### config.mk
export PLATFORM = sky130hd
export DESIGN_NAME = pipeline_controller_flat
export DESIGN_NICKNAME = d
export VERILOG_FILES = /design/src/rtl/pipeline_controller_if.sv /design/src/rtl/pipeline_controller.sv /design/src/flat_wrapper.sv
export SDC_FILE = /design/constraint.sdc
export NUM_CORES = 1
export LEC_CHECK = 0
export ABC_AREA = 1
export BUFFER_PORTS_ARGS = -buffer_cell sky130_fd_sc_hd__buf_2
export CELL_PAD_IN_SITES_DETAIL_PLACEMENT = 0
export CELL_PAD_IN_SITES_GLOBAL_PLACEMENT = 1
export CORE_UTILIZATION = 33
export DETAILED_ROUTE_END_ITERATION = 10
export PLACE_DENSITY_LB_ADDON = 0.05
export SETUP_SLACK_MARGIN = 0.4
export SYNTH_ARGS = -nofsm -noshare
export SYNTH_HDL_FRONTEND = slang
export SYNTH_SLANG_ARGS = --single-unit
### constraint.sdc
create_clock -name clock -period 1.5 [get_ports clock]
set_input_delay 0.3 -clock clock [delete_from_list [all_inputs] [get_ports clock]]
set_output_delay 0.3 -clock clock [all_outputs]
set_load 0.01 [all_outputs]
### src/rtl/pipeline_controller_if.sv
// pipeline_controller_if: hazard/bus handshake bundle between the pipeline and its controller
//   id_stall_request, ex_stall_request : stage hazard requests
//   mem_request, bus_ready             : MEM bus access handshake
//   exception_valid, exception_handler_address : exception redirect request
//   stall[5:0], flush, new_pc, bus_timeout, stall_cycle_count : controller responses
//   master : pipeline side (drives requests); slave : controller side
interface pipeline_controller_if;
    logic        id_stall_request;
    logic        ex_stall_request;
    logic        mem_request;
    logic        bus_ready;
    logic        exception_valid;
    logic [31:0] exception_handler_address;
    logic [5:0]  stall;
    logic        flush;
    logic [31:0] new_pc;
    logic        bus_timeout;
    logic [31:0] stall_cycle_count;

    modport master (
        output id_stall_request, ex_stall_request, mem_request, bus_ready,
               exception_valid, exception_handler_address,
        input  stall, flush, new_pc, bus_timeout, stall_cycle_count
    );

    modport slave (
        input  id_stall_request, ex_stall_request, mem_request, bus_ready,
               exception_valid, exception_handler_address,
        output stall, flush, new_pc, bus_timeout, stall_cycle_count
    );
endinterface

### src/rtl/pipeline_controller.sv
// pipeline_controller: per-stage stall generation, bus-timeout abort FSM and flush/redirect control
//   clock : rising-edge clock
//   reset : synchronous, active-high
//   ctrl  : pipeline_controller_if.slave (hazard requests in; stall, flush, new_pc,
//           bus_timeout, stall_cycle_count out)
module pipeline_controller #(
    parameter int unsigned BUS_TIMEOUT_CYCLES = 256,
    parameter logic [31:0] BUS_ERROR_VECTOR   = 32'h0000_0180
) (
    input logic                  clock,
    input logic                  reset,
    pipeline_controller_if.slave ctrl
);
    typedef enum logic [1:0] {IDLE, WAIT, ABORT} state_t;

    localparam logic [15:0] LAST_WAIT = 16'(BUS_TIMEOUT_CYCLES - 1);

    state_t      state;
    state_t      eff_state;
    logic [15:0] wait_count;
    logic        mem_stall;
    logic        bus_done;
    logic        enter_abort;
    logic        take_exception;
    logic [5:0]  stall_raw;

    // While reset is held the register may still hold a stale state, so the
    // combinational stall view treats it as IDLE.
    assign eff_state = reset ? IDLE : state;
    assign mem_stall = ctrl.mem_request & ~ctrl.bus_ready & (eff_state != ABORT);
    assign bus_done  = ctrl.bus_ready | ~ctrl.mem_request;

    assign enter_abort    = (state == WAIT) & ~bus_done & (wait_count == LAST_WAIT);
    assign take_exception = ctrl.exception_valid & ~ctrl.flush;

    // Each hazard holds its own stage and everything upstream; WB is never held
    // so the latch below the lowest held stage always takes a bubble.
    assign stall_raw = ({6{ctrl.id_stall_request}} & 6'b000111)
                     | ({6{ctrl.ex_stall_request}} & 6'b001111)
                     | ({6{mem_stall}}             & 6'b011111);
    assign ctrl.stall = ctrl.flush ? 6'b000000 : stall_raw;

    always_ff @(posedge clock) begin
        if (reset) begin
            state                  <= IDLE;
            wait_count             <= 16'd0;
            ctrl.flush             <= 1'b0;
            ctrl.bus_timeout       <= 1'b0;
            ctrl.new_pc            <= 32'd0;
            ctrl.stall_cycle_count <= 32'd0;
        end else begin
            case (state)
                IDLE: begin
                    if (ctrl.mem_request & ~ctrl.bus_ready) begin
                        state      <= WAIT;
                        wait_count <= 16'd1;
                    end
                end
                WAIT: begin
                    if (bus_done) begin
                        state      <= IDLE;
                        wait_count <= 16'd0;
                    end else if (wait_count == LAST_WAIT) begin
                        state <= ABORT;
                    end else begin
                        wait_count <= wait_count + 16'd1;
                    end
                end
                default: begin
                    state      <= IDLE;
                    wait_count <= 16'd0;
                end
            endcase
            // A bus abort takes priority over a coincident exception.
            ctrl.flush       <= enter_abort | take_exception;
            ctrl.bus_timeout <= enter_abort;
            if (enter_abort)
                ctrl.new_pc <= BUS_ERROR_VECTOR;
            else if (take_exception)
                ctrl.new_pc <= ctrl.exception_handler_address;
            if (ctrl.stall[0] && ctrl.stall_cycle_count != 32'hFFFF_FFFF)
                ctrl.stall_cycle_count <= ctrl.stall_cycle_count + 32'd1;
        end
    end
endmodule

### src/flat_wrapper.sv
// flat-port wrapper written by rule: the top's interface ports become plain ports
module pipeline_controller_flat 
#(
    parameter int unsigned BUS_TIMEOUT_CYCLES = 256,
    parameter logic [31:0] BUS_ERROR_VECTOR   = 32'h0000_0180
)
  (clock, reset, ctrl_id_stall_request, ctrl_ex_stall_request, ctrl_mem_request, ctrl_bus_ready, ctrl_exception_valid, ctrl_exception_handler_address, ctrl_stall, ctrl_flush, ctrl_new_pc, ctrl_bus_timeout, ctrl_stall_cycle_count);
  pipeline_controller_if ctrl_i ();
  input logic clock;
  input logic reset;
  input wire logic [$bits(ctrl_i.id_stall_request)-1:0] ctrl_id_stall_request;
  input wire logic [$bits(ctrl_i.ex_stall_request)-1:0] ctrl_ex_stall_request;
  input wire logic [$bits(ctrl_i.mem_request)-1:0] ctrl_mem_request;
  input wire logic [$bits(ctrl_i.bus_ready)-1:0] ctrl_bus_ready;
  input wire logic [$bits(ctrl_i.exception_valid)-1:0] ctrl_exception_valid;
  input wire logic [$bits(ctrl_i.exception_handler_address)-1:0] ctrl_exception_handler_address;
  output wire logic [$bits(ctrl_i.stall)-1:0] ctrl_stall;
  output wire logic [$bits(ctrl_i.flush)-1:0] ctrl_flush;
  output wire logic [$bits(ctrl_i.new_pc)-1:0] ctrl_new_pc;
  output wire logic [$bits(ctrl_i.bus_timeout)-1:0] ctrl_bus_timeout;
  output wire logic [$bits(ctrl_i.stall_cycle_count)-1:0] ctrl_stall_cycle_count;
  assign ctrl_i.id_stall_request = ctrl_id_stall_request;
  assign ctrl_i.ex_stall_request = ctrl_ex_stall_request;
  assign ctrl_i.mem_request = ctrl_mem_request;
  assign ctrl_i.bus_ready = ctrl_bus_ready;
  assign ctrl_i.exception_valid = ctrl_exception_valid;
  assign ctrl_i.exception_handler_address = ctrl_exception_handler_address;
  assign ctrl_stall = ctrl_i.stall;
  assign ctrl_flush = ctrl_i.flush;
  assign ctrl_new_pc = ctrl_i.new_pc;
  assign ctrl_bus_timeout = ctrl_i.bus_timeout;
  assign ctrl_stall_cycle_count = ctrl_i.stall_cycle_count;
  pipeline_controller #(.BUS_TIMEOUT_CYCLES(BUS_TIMEOUT_CYCLES), .BUS_ERROR_VECTOR(BUS_ERROR_VECTOR)) u_core (.clock(clock), .reset(reset), .ctrl(ctrl_i));
endmodule
==> results of run 1 <==
stage by stage:
step	utilization [%]	setup WS (ns)
after floorplan	-	-0.0748
after global placement	47.3	-0.172
after detailed placement	47.3	-0.179
after CTS	57.6	-0.0592
after global routing	60.4	-0.205
final	60.4	-0.111
power by group:
part / internal (W) / switching (W) / total (W)
combinational: 0.000444 / 0.000444 / 0.000888
clock: 0.00119 / 0.00100 / 0.00220
sequential: 0.00229 / 0.0000551 / 0.00235
tightest hold or removal path: cells and delay by family:
kind                   cells  cell delay, ns
AOI/OAI and AO/OA          1            0.05
buffers and inverters      1            0.09
and+or+nand+nor            1            0.07
Yosys cell counts, drive strengths merged:
master / count
ha: 2
nor3: 4
or2: 1
dfxtp: 84
conb: 1
xnor2: 5
nand4: 14
buf: 14
a21oi: 72
o21ai: 7
inv: 54
nand2: 262
nand3: 36
nor2: 89
nand3b: 4
xor2: 13
clkbuf: 12
registers in the layout (all words and copies together), names as in the netlist:
register	cells
u_core.state	2
u_core.ctrl.flush	1
u_core.ctrl.stall_cycle_count	32
u_core.ctrl.bus_timeout	1
u_core.ctrl.new_pc	32
u_core.wait_count	16
routing by layer:
| metal | global-route usage (%) | wire [um] | vias up | part of all wire [%] |
|---|---|---|---|---|
| met5 | 0 | 0 | - | 0 |
| met4 | 11.1 | 529 | 0 | 3.5 |
| met3 | 3.86 | 627 | 28 | 4.1 |
| met2 | 41.1 | 7790 | 113 | 51 |
| met1 | 27.0 | 6330 | 2353 | 41 |
| li1 | - | - | 2585 | - |
logic make-up after synthesis:
kind of cell	after synthesis	share of synthesized area, %
AOI/OAI and AO/OA	79	9.91
and+or+nand+nor	410	39.5
buffers and inverters	80	7.85
DFF	84	38.5
xor gates and xnor gates	18	3.61
other	1	0.0859
adders and majority gates	2	0.573
final cells by class:
cell class	count	share of cell area, %
clock inverters	5	0.552
multi-input cells	512	37.2
flip-flops and latches	84	23.3
clock buffers	11	3.15
inverters	54	2.76
well taps	172	2.79
repair buffers	239	30.2
worst max-delay path by stage:
stage                                                    to  slack [ns]  cells after the start                              from
final                     u_core.ctrl.stall_cycle_count[11]       -0.11                     11  u_core.ctrl.stall_cycle_count[0]
after global routing                  u_core.wait_count[14]       -0.21                     10              u_core.wait_count[0]
after CTS                                     ctrl_stall[2]       -0.06                      6                   u_core.state[0]
after detailed placement  u_core.ctrl.stall_cycle_count[28]       -0.18                     11  u_core.ctrl.stall_cycle_count[0]
after global placement    u_core.ctrl.stall_cycle_count[25]       -0.17                     10  u_core.ctrl.stall_cycle_count[2]
after floorplan           u_core.ctrl.stall_cycle_count[28]       -0.07                     11  u_core.ctrl.stall_cycle_count[0]
repair_timing:
action,CTS,global route
pin swaps,20,19
endpoints found under the setup margin,154,154
gates cloned,3,4
resized for setup,233,45
setup buffers,15,10
==> flow_summary_export.csv, run 1 <==
group,metric,value,unit
outcome,status,"complete, but fails checks",
outcome,failed_checks,"setup timing",
setup_path,crit_type,"reg -> reg",
finish,fin_cells,1077,
setup_path,rr_worst_depth,11,
placed_design,gp_congestion,0.833,
pwr,vdd_drop_max,540,uV
route,drt_first_pass_iters,4,
route,drt_iter0_drc,168,
pwr,power_density,705,mW/mm2
floorplan,rows,41,
finish,diodes,0,
clock_network,clkTransAtPathRegs,0.07,ns
clock_network,clockBufferDepth,2,
sta,whs,0.193,ns
setup_path,critical-path-top-delay-family,"simple AND/OR/NAND/NOR gates",
yosys,synth_cell_type_count,27,
setup_path,crit_buf_inv,2,
grt,grt_max_degree,41,
sta,finalCritPeriodShare,107,%
placed_design,numPortBuffers,109,
worst_hold_path,hold_class,"in -> reg",
finish,final_common_cell,"nand2_1",
yosys,synth_area_per_cell,6.48,um2
route,via_per_inst,4.72,
sta,rsz0062_at_grt,"true",
floorplan,start_util,34.2,%
finish,drive_gt1_share,50.4,%
floorplan,die_h,117,um
placed_design,placed_area,0.00605,mm2
sta,timing.slew.headroom,59.3,%
sta,timing.fmax,621,MHz
flow_run,cap_violations,0,
setup_path,rr_startpoint,"u_core.ctrl.stall_cycle_count[0]",
finish,fillers,1131,
finish,final_cell_mix,"222 x nand2_1, 105 x buf_6, 76 x buf_4",
worst_hold_path,holdPathEnd,"u_core.ctrl.new_pc[18]",
sta,clock_skew,0.0107,ns
yosys,synth_area_leaders,"dfxtp_1 39%, nand2_1 22%, a21oi_1 7.1%",
finish,finalInstanceArea,0.00771,mm2
setup_path,crit_arrival,1.82,ns
grt,grt_pass1_vias,4913,
setup_path,critPathCaptureType,"flop",
sta,worst_slack,-0.111,ns
placed_design,place_hpwl,10600,um
yosys,synth_top_area_cell,"dfxtp_1",
clock_network,clockRootBuffer,"clkbuf_16",
pwr,finalPower,0.00543,W
grt,grt_use_total,23.1,%
setup_path,critical_path.max_stage_delay,0.36,ns
yosys,syn_inst,674,
setup_path,cp_data_required_time,1.71,ns
setup_path,reg2reg_to,"u_core.ctrl.stall_cycle_count[11]",
route,remaining_drc_errors,0,
route,postRouteWirelength,15300,um
clock_network,cts_tree,"done",
setup_path,path_max_fanout,8,
placed_design,dpl.cell_count,1029,
route,postRouteAntennaNets,0,
finish,regArea,0.00180,mm2
grt,grt-ovfl-total,0,
clock_network,cts_hold_buf,0,
setup_path,critical_path.most_common_cell,"nand2_4",
yosys,synth-seq-area-share,38.5,%
finish,syn_to_final_growth,76.6,%
sta,post-route-min-period,1.61,ns
grt,grt_pass1_wl,24000,um
clock_network,worstSkewPairLatency,0.35,ns
finish,multi_input_area,0.00287,mm2
route,vias,5079,
clock_network,cts.sinks,84,
yosys,synth_area,0.00437,mm2
setup_path,reg2reg_slack,-0.11,ns
grt,antenna_found_initial,0,
setup_path,crit_path_top_delay_cell,"dfxtp_4",
pwr,power_leakage,3.32,nW
setup_path,startpoint_type,"flop",
floorplan,die_w,117,um
clock_network,cts_made_buffers,9,
floorplan,fp.coreArea,0.0128,mm2
sta,slew_viol_final,0,
yosys,ys_ff_latch,84,
floorplan,dieArea,0.0137,mm2
worst_hold_path,worst_hold_startpoint,"ctrl_exception_handler_address[18]",
sta,tightest_slew,0.611,ns
yosys,synth_nets,715,
route,wl_per_cell,14.2,um
yosys,yosysWarnings,0,
setup_path,worstPathCellList,"ha_4 -> nand2_4 -> nor2_4 -> nand2_4 -> nor2_8 -> nand2_4 -> nand2_8 -> inv_8 -> clkbuf_16 -> nand2_2 -> a21oi_1",
sta,setup-tns-final,-4.12,ns
finish,layout.nets,941,
sta,setup-violations-final,76,
worst_hold_path,min_path_cells,3,
sta,hold_violations,0,
floorplan,ios,111,
clock_network,htreeDepth,3,
yosys,synth_top_area_share,38.5,%
Power figures use the tool's default switching activity.
==> run 2: changes to the inputs <==
RECOVER_POWER = 50   (was unset)
==> run 2 against run 1 <==
  * The run still ends with setup timing left
  * Flip-flop and latch count did not move
  * Via count did not move
  * Clock power is essentially flat
  * Setup slack is the same
  * Clock-buffer cell count unchanged
  * Critical path type unchanged
  * Largest cell class unchanged
==> flow_summary_export.csv, run 2 (synthesis results as in run 1) <==
group,metric,value,unit
outcome,status,"complete, but fails checks",
outcome,failed_checks,"setup timing",
worst_hold_path,hold_class,"in -> reg",
clock_network,cts.sinks,84,
clock_network,clockBufferDepth,2,
sta,timing.fmax,621,MHz
sta,timing.slew.headroom,59.3,%
setup_path,rr_startpoint,"u_core.ctrl.stall_cycle_count[0]",
setup_path,worstPathCellList,"ha_4 -> nand2_4 -> nor2_4 -> nand2_4 -> nor2_8 -> nand2_4 -> nand2_8 -> inv_8 -> clkbuf_16 -> nand2_2 -> a21oi_1",
sta,rsz0062_at_grt,"true",
finish,layout.nets,941,
sta,worst_slack,-0.111,ns
route,drt_first_pass_iters,4,
setup_path,cp_data_required_time,1.71,ns
finish,fillers,1156,
floorplan,fp.coreArea,0.0128,mm2
finish,fin_util,60.0,%
setup_path,crit_arrival,1.82,ns
grt,antenna_found_initial,0,
setup_path,critPathLaunch,"u_core.ctrl.stall_cycle_count[0]",
clock_network,clockRootBuffer,"clkbuf_16",
placed_design,numPortBuffers,109,
finish,fin_cells,1077,
sta,setup-violations-final,76,
grt,grt_pass1_vias,4913,
floorplan,rows,41,
pwr,vdd_drop_max,538,uV
finish,syn_to_final_growth,75.6,%
grt,grt-ovfl-total,0,
floorplan,start_util,34.2,%
flow_run,cap_violations,0,
grt,grt_max_degree,41,
setup_path,reg2reg_to,"u_core.ctrl.stall_cycle_count[11]",
clock_network,cts_made_buffers,9,
worst_hold_path,worst_hold_startpoint,"ctrl_exception_handler_address[18]",
sta,finalCritPeriodShare,107,%
pwr,power_density,707,mW/mm2
route,via_per_inst,4.72,
setup_path,crit_type,"reg -> reg",
placed_design,placed_area,0.00605,mm2
sta,hold_violations,0,
setup_path,crit_cells,11,
route,remaining_drc_errors,0,
setup_path,endpoint,"u_core.ctrl.stall_cycle_count[11]",
floorplan,dieArea,0.0137,mm2
setup_path,critical-path-top-delay-family,"simple AND/OR/NAND/NOR gates",
route,wl_per_cell,14.2,um
sta,clock_skew,0.0107,ns
placed_design,dpl.cell_count,1029,
clock_network,clkTransAtPathRegs,0.07,ns
grt,grt_pass1_wl,24000,um
clock_network,cts_tree,"done",
finish,drive_gt1_share,46.7,%
finish,largestRegisters,"u_core.ctrl.new_pc (32), u_core.ctrl.stall_cycle_count (32), u_core.wait_count (16)",
setup_path,critical_path.max_stage_delay,0.36,ns
sta,slew_viol_final,0,
pwr,power_leakage,3.31,nW
setup_path,reg2reg_slack,-0.11,ns
setup_path,crit_path_top_delay_cell,"dfxtp_4",
finish,final_common_cell,"nand2_1",
clock_network,cts_hold_buf,0,
placed_design,gp_congestion,0.833,
grt,grt_use_total,23.1,%
finish,final_cell_mix,"222 x nand2_1, 105 x buf_6, 76 x buf_4",
finish,diodes,0,
sta,whs,0.201,ns
finish,finalInstanceArea,0.00767,mm2
sta,post-route-min-period,1.61,ns
route,vias,5079,
finish,regArea,0.00176,mm2
clock_network,htreeDepth,3,
setup_path,startpoint_type,"flop",
sta,tightest_slew,0.611,ns
setup_path,rr_worst_depth,11,
setup_path,path_max_fanout,8,
floorplan,die_h,117,um
setup_path,crit_buf_inv,2,
clock_network,worstSkewPairLatency,0.35,ns
finish,multi_input_area,0.00287,mm2
setup_path,critical_path.most_common_cell,"nand2_4",
floorplan,ios,111,
route,postRouteAntennaNets,0,
floorplan,die_w,117,um
route,postRouteWirelength,15300,um
placed_design,place_hpwl,10600,um
setup_path,critPathCaptureType,"flop",
route,drt_iter0_drc,168,
## run 2: cell types whose count changed in the layout (fill, tap and decap cells not counted)
cell,previous run,this run
clkbuf_1,1,2
dfxtp_1,14,46
dfxtp_2,59,27
buf_2,39,38
## run 2: how the worst min path moves through the flow
stage | endpoint | slack, ns | depth (start not counted)
2_1_floorplan | u_core.ctrl.new_pc[0] | 0.45 | 2
4_1_cts | u_core.ctrl.new_pc[18] | 0.19 | 3
3_3_place_gp | u_core.ctrl.new_pc[0] | 0.45 | 2
3_5_place_dp | u_core.ctrl.new_pc[0] | 0.45 | 2
6_report | u_core.ctrl.new_pc[18] | 0.20 | 3
5_1_grt | u_core.ctrl.new_pc[5] | 0.20 | 3
## run 2: worst register-to-register path: cells and delay by family (launching register included)
family                   cells  cell delay (ns)
AND/OR/NAND/NOR              7             0.67
flip-flops                   1             0.36
buffers and inverters        2             0.24
adder cells (fa/ha/maj)      1             0.15
AO/OA/AOI/OAI                1             0.05
## run 2: cell type report
cell class	instances	share of cell area, %
Clock inverter	5	0.555
Timing Repair Buffer	239	30.4
Tap cell	172	2.81
Inverter	54	2.77
Sequential cell	84	22.9
Clock buffer	11	3.16
Multi-Input combinational cell	512	37.4
## run 2: stage by stage
step	total power [W]	TNS (ns)	setup WS, ns
after floorplan	0.00275	-1.43	-0.0748
after global placement	0.00301	-3.09	-0.172
after detailed placement	0.00302	-5.27	-0.179
after CTS	0.00540	-1.19	-0.0592
after global routing	0.00565	-10.66	-0.205
final	0.00542	-4.03	-0.111
## run 2: what timing repair did
item                       in CTS  in global routing
cloned                          3                  4
gates resized for setup       233                 45
pin swaps                      20                 19
setup endpoints to repair     154                154
buffers inserted               15                 10
## run 2: where the power goes
part	internal [W]	leakage (nW)	switching [W]
sequential	0.00228	0.705	0.0000551
clock	0.00119	0.137	0.00100
combinational	0.000443	2.46	0.000444
## run 2: per-layer routing
layer | part of all wire, % | up-vias | global-route usage, %
li1 | - | 2585 | -
met1 | 41 | 2353 | 27.0
met2 | 51 | 113 | 41.1
met3 | 4.1 | 28 | 3.86
met4 | 3.5 | 0 | 11.1
met5 | 0 | - | 0
